<file path="src/rtl/regfile_pkg.sv">
// Shared constants and types for the regfile_rv register file and its response buffer.
package regfile_pkg;

    localparam int DEF_DATA_W   = 32;
    localparam int DEF_NUM_REGS = 32;
    localparam int DEF_NUM_RD   = 2;

    typedef enum logic [1:0] {
        RSP_EMPTY = 2'd0,
        RSP_ONE   = 2'd1,
        RSP_FULL  = 2'd2
    } rsp_count_e;

    typedef logic [DEF_DATA_W-1:0]            operand_t;
    typedef logic [DEF_NUM_RD*DEF_DATA_W-1:0] operand_vec_t;

    function automatic int operand_vec_w(input int num_rd, input int data_w);
        return num_rd * data_w;
    endfunction

endpackage

</file>
<file path="src/rtl/regfile_rv_rsp_skid_fifo.sv">
// Two-entry response buffer; owns the occupancy state and both handshake outputs.
//   state     | meaning
//   RSP_EMPTY | no response held, rsp_valid low
//   RSP_ONE   | one response held, push and pop both allowed
//   RSP_FULL  | two responses held, push blocked
module rsp_skid_fifo
    import regfile_pkg::*;
#(
    parameter int WIDTH = 64
) (
    input  logic             clk_i,
    input  logic             rst_ni,
    input  logic             push_valid_i,
    output logic             push_ready_o,
    input  logic [WIDTH-1:0] push_data_i,
    output logic             pop_valid_o,
    input  logic             pop_ready_i,
    output logic [WIDTH-1:0] pop_data_o
);

    logic [WIDTH-1:0] mem_q [2];
    logic             wr_ptr_q, wr_ptr_d;
    logic             rd_ptr_q, rd_ptr_d;
    rsp_count_e       count_q, count_d;
    logic             push;
    logic             pop;

    // Ready is gated by reset so the producer sees it low while rst_ni is held.
    assign push_ready_o = rst_ni && (count_q != RSP_FULL);
    assign pop_valid_o  = (count_q != RSP_EMPTY);
    assign pop_data_o   = mem_q[rd_ptr_q];

    assign push = push_valid_i && push_ready_o;
    assign pop  = pop_valid_o && pop_ready_i;

    always_comb begin
        count_d  = count_q;
        wr_ptr_d = wr_ptr_q;
        rd_ptr_d = rd_ptr_q;
        if (push) wr_ptr_d = ~wr_ptr_q;
        if (pop)  rd_ptr_d = ~rd_ptr_q;
        unique case ({push, pop})
            2'b10:   count_d = (count_q == RSP_EMPTY) ? RSP_ONE : RSP_FULL;
            2'b01:   count_d = (count_q == RSP_FULL) ? RSP_ONE : RSP_EMPTY;
            default: count_d = count_q;
        endcase
    end

    always_ff @(posedge clk_i or negedge rst_ni) begin
        if (!rst_ni) begin
            count_q  <= RSP_EMPTY;
            wr_ptr_q <= 1'b0;
            rd_ptr_q <= 1'b0;
            mem_q[0] <= '0;
            mem_q[1] <= '0;
        end else begin
            count_q  <= count_d;
            wr_ptr_q <= wr_ptr_d;
            rd_ptr_q <= rd_ptr_d;
            if (push) mem_q[wr_ptr_q] <= push_data_i;
        end
    end

endmodule

</file>
<file path="src/rtl/regfile_rv.sv">
// Multi-read-port register file with a buffered valid/ready read channel and a free-running write port.
// Optional build macro REGFILE_BYPASS_EN forwards same-cycle write data into matching read ports.
module regfile_rv
    import regfile_pkg::*;
#(
    parameter int DATA_W   = DEF_DATA_W,
    parameter int NUM_REGS = DEF_NUM_REGS,
    parameter int NUM_RD   = DEF_NUM_RD,
    parameter int ADDR_W   = $clog2(NUM_REGS)
) (
    input  logic                       clk_i,
    input  logic                       rst_ni,
    input  logic                       req_valid_i,
    output logic                       req_ready_o,
    input  logic [NUM_RD*ADDR_W-1:0]   req_addr_i,
    output logic                       rsp_valid_o,
    input  logic                       rsp_ready_i,
    output logic [NUM_RD*DATA_W-1:0]   rsp_data_o,
    input  logic                       wr_en_i,
    input  logic [ADDR_W-1:0]          wr_addr_i,
    input  logic [DATA_W-1:0]          wr_data_i
);

    localparam int OPS_W = operand_vec_w(NUM_RD, DATA_W);

    logic [DATA_W-1:0] regs_q [NUM_REGS];
    logic [OPS_W-1:0]  ops_rd;

    always_ff @(posedge clk_i or negedge rst_ni) begin
        if (!rst_ni) begin
            for (int i = 0; i < NUM_REGS; i++) regs_q[i] <= '0;
        end else if (wr_en_i && (wr_addr_i != '0)) begin
            regs_q[wr_addr_i] <= wr_data_i;
        end
    end

    for (genvar k = 0; k < NUM_RD; k++) begin : g_rd
        logic [ADDR_W-1:0] rd_addr;
        logic [DATA_W-1:0] rd_val;

        assign rd_addr = req_addr_i[k*ADDR_W +: ADDR_W];
`ifdef REGFILE_BYPASS_EN
        assign rd_val = (rd_addr == '0) ? '0 :
                        (wr_en_i && (wr_addr_i == rd_addr)) ? wr_data_i : regs_q[rd_addr];
`else
        assign rd_val = (rd_addr == '0) ? '0 : regs_q[rd_addr];
`endif
        assign ops_rd[k*DATA_W +: DATA_W] = rd_val;
    end

    rsp_skid_fifo #(
        .WIDTH(OPS_W)
    ) u_rsp_fifo (
        .clk_i       (clk_i),
        .rst_ni      (rst_ni),
        .push_valid_i(req_valid_i),
        .push_ready_o(req_ready_o),
        .push_data_i (ops_rd),
        .pop_valid_o (rsp_valid_o),
        .pop_ready_i (rsp_ready_i),
        .pop_data_o  (rsp_data_o)
    );

endmodule

</file>
<file path="config.mk">
export PLATFORM = sky130hd
export DESIGN_NAME = regfile_rv
export DESIGN_NICKNAME = d
export VERILOG_FILES = /design/src/rtl/regfile_pkg.sv /design/src/rtl/regfile_rv_rsp_skid_fifo.sv /design/src/rtl/regfile_rv.sv
export SDC_FILE = /design/constraint.sdc
export NUM_CORES = 2
export LEC_CHECK = 0
export BUFFER_PORTS_ARGS = -buffer_cell sky130_fd_sc_hd__buf_2
export CAP_MARGIN = 25
export CORE_MARGIN = 4
export CORE_UTILIZATION = 40
export DETAILED_ROUTE_END_ITERATION = 10
export PLACE_DENSITY = 0.56
export SLEW_MARGIN = 20
export SYNTH_ARGS = -nofsm -noshare
export SYNTH_HDL_FRONTEND = slang
export SYNTH_HIERARCHICAL = 1
export SYNTH_SLANG_ARGS = --single-unit
</file>
<file path="constraint.sdc">
create_clock -name clk_i -period 1.98 [get_ports clk_i]
set_input_delay 0 -clock clk_i [delete_from_list [all_inputs] [get_ports clk_i]]
set_output_delay 0 -clock clk_i [all_outputs]
set_load 0.02 [all_outputs]
</file>
==> run_results.csv <==
group,metric,value,unit
timing,relSlewSlack,42.8,%
cts,cts_buffer_depth,3,
die,initial_core_util,40.3,%
status,status,"finished with violations",
cts,htreeDepth,4,
placed_design,post_dp_cell_area,69000,um2
die,die_w,397,um
routing,routed_wl,210,mm
synthesis,synth-seq-cells,1156,
worst_setup_path,cp-end-kind,"output port",
global_route,grt_pass1_wl,308,mm
synthesis,synth_area_leaders,"dfrtp_1, mux2_2, mux4_2, mux2i_1, mux2_4",
routing,drtIter0Drc,3283,
placed_design,gp_congestion,0.859,
synthesis,synth_edf_count,0,
cells_and_area,design_area,76000,um2
timing,setup_viol,93,
worst_setup_path,critPathKind,"reg -> out",
die,num_rows,142,
synthesis,ys_warn_count,6,
worst_setup_path,rr_worst_depth,5,
worst_setup_path,cp-start-kind,"register",
routing,dr.pass1.iters,7,
synthesis,syn_inst,4027,
global_route,antenna_found_initial,12,
synthesis,synth_area,60500,um2
cts,path_clk_slew,0.06,ns
synthesis,yosysTopAreaCell,"dfrtp_1",
synthesis,ys_async_sr_fraction,100,%
die,core-area,150000,um2
pwr,vdd_drop_max,0.617,mV
routing,drc,0,
cells_and_area,drive_gt1_share,61.3,%
routing,ant_nets,0,
status,violations,"hold timing, setup timing",
worst_setup_path,critPathArrivalTime,2.20,ns
pwr,p_leak,33.7,nW
timing,skew,0.0265,ns
timing,rsz0062_at_grt,"yes",
synthesis,yosysSeqAreaShare,47.8,%
pwr,total_power,83.3,mW
timing,drv_slew,0,
die,die-area,158000,um2
timing,finalCriticalPeriod,2.20,ns
worst_setup_path,crit_fanout,6,
global_route,grt_max_degree,127,
synthesis,avgSynthCellArea,15.0,um2
timing,worstMarginPinSlew,0.858,ns
die,die_y,397,um
cts,cts_root_buffer,"clkbuf_16",
timing,fmax,0.454,GHz
routing,post_drt_wl_per_cell,31.1,um
timing,layout_setup_ws,-0.223,ns
worst_setup_path,critical_path_required,1.98,ns
cts,clock_latency,0.78,ns
cts,cts_buffers,133,
timing,holdWs,-0.0235,ns
run,cap_viol_max_count,0,
synthesis,synth_nets,4080,
timing,hold_viol_final,7,
cts,clock-sinks,1156,
placed_design,portBuffers,117,
global_route,gr-usage-all-layers,26.8,%
routing,post_drt_via_cell_ratio,6.01,
cells_and_area,synthToLayoutAreaGrowth,25.5,%
synthesis,synth_top_cell_area_share,47.8,%
synthesis,ys_types,56,
cts,cts_tree,"yes",
hold_path,hold_path.class,"in -> async",
global_route,overflow,0,
cells_and_area,layout_common_cells,"dfrtp_1, mux2_2, buf_4",
die,pin_count,118,
timing,finalCritPeriodShare,111,%
routing,route.vias.total,40582,
cells_and_area,fin_util,50.6,%
cells_and_area,layout_commonest_cell,"dfrtp_1",
synthesis,synth_flop_cell,"dfrtp_1",
pwr,p_per_area,1100,nW/um2
global_route,grt_pass1_vias,42231,
placed_design,hpwl,140,mm
cells_and_area,finalNetCount,4681,
## layout make-up
| cell class | instances | area [um2] |
|---|---|---|
| Fill cell | 12735 | 74100 |
| Antenna cell | 5 | 12.5 |
| Timing Repair Buffer | 916 | 9070 |
| Inverter | 2 | 7.51 |
| Clock inverter | 37 | 475 |
| Multi-Input combinational cell | 2419 | 31000 |
| Sequential cell | 1156 | 28900 |
| Clock buffer | 200 | 3990 |
| Tap cell | 2016 | 2520 |
## cell usage after synthesis, types with 53 or more instances
library cell  instances
a211oi_1             53
a22o_1               54
a22oi_1              66
buf_1                59
buf_2                79
clkbuf_1            230
dfrtp_1            1156
mux2_2             1155
mux2_4               60
mux2i_1             250
mux4_2              404
## power breakdown
group          switching, mW  internal [mW]  leakage [nW]
combinational           10.6           14.8          16.8
sequential              3.57           28.9          14.8
clock                   10.3           15.1          2.20
total                   24.5           58.8          33.7
## path summary, 6_finish.rpt
path,startpoint,endpoint,slack (ns)
worst min-delay path,rst_ni,regs_q[249],-0.02
worst max-delay path,u_rsp_fifo/rd_ptr_q,rsp_data_o[34],-0.22
min in group clk_i,req_addr_i[3],u_rsp_fifo/mem_q[80],0.06
worst max register to register,regs_q[9],u_rsp_fifo/mem_q[105],-0.14
max in group asynchronous,rst_ni,regs_q[944],1.03
worst min register to register,regs_q[1015],regs_q[1015],0.40
## what timing repair did
item / CTS / global route
setup endpoints to repair: 153 / 177
endpoints found under the hold margin: 2204 / 0
buffers inserted: 22 / 4
pin swaps: 55 / 43
hold buffers: 38 / 0
resized for setup: 273 / 131
cloned: 7 / 1
## flip-flops by register name, indices dropped and copies added (netlist names)
name and cells:
u_rsp_fifo/rd_ptr_q 1, regs_q 1024, u_rsp_fifo/wr_ptr_q 1, u_rsp_fifo/mem_q 128
u_rsp_fifo/count_q 2
## metrics by stage
step / setup slack (ns) / instances / TNS (ns)
6_report: -0.223 / 6751 / -11.12
5_1_grt: -0.254 / 6747 / -15.74
4_1_cts: -0.270 / 6748 / -14.70
3_5_place_dp: -0.592 / 6463 / -40.52
3_3_place_gp: -0.608 / 6463 / -38.55
2_1_floorplan: 0.0740 / 4027 / 0
## worst max-delay path, cell delays in order (launching register included)
cell and delay, ns:
dfrtp_4 0.50, buf_12 0.17, buf_12 0.15, mux2_4 0.41, buf_6 0.16
## metal layers
layer	share of wire (%)	wire [um]	vias to the layer above	track usage, %
li1	-	-	16751	-
met1	44	93400	21919	38.5
met2	46	95800	1538	40.9
met3	6.6	13900	368	4.95
met4	3.4	7060	6	9.13
met5	0.019	39	-	0
## cell families (layout without fill, tap and decap cells)
| family | Yosys count | in the layout | synth area share, % |
|---|---|---|---|
| multiplexers | 1880 | 1880 | 42.3 |
| AND/OR/NAND/NOR | 202 | 202 | 1.86 |
| buffers and inverters | 452 | 1155 | 3.77 |
| AO/OA/AOI/OAI | 333 | 333 | 4.16 |
| other | 0 | 5 | 0 |
| flip-flops | 1156 | 1156 | 47.8 |
| adder cells (fa/ha/maj) | 1 | 1 | 0.0207 |
| XOR/XNOR | 3 | 3 | 0.0434 |
Note: power is estimated with default switching activity, not from simulation.
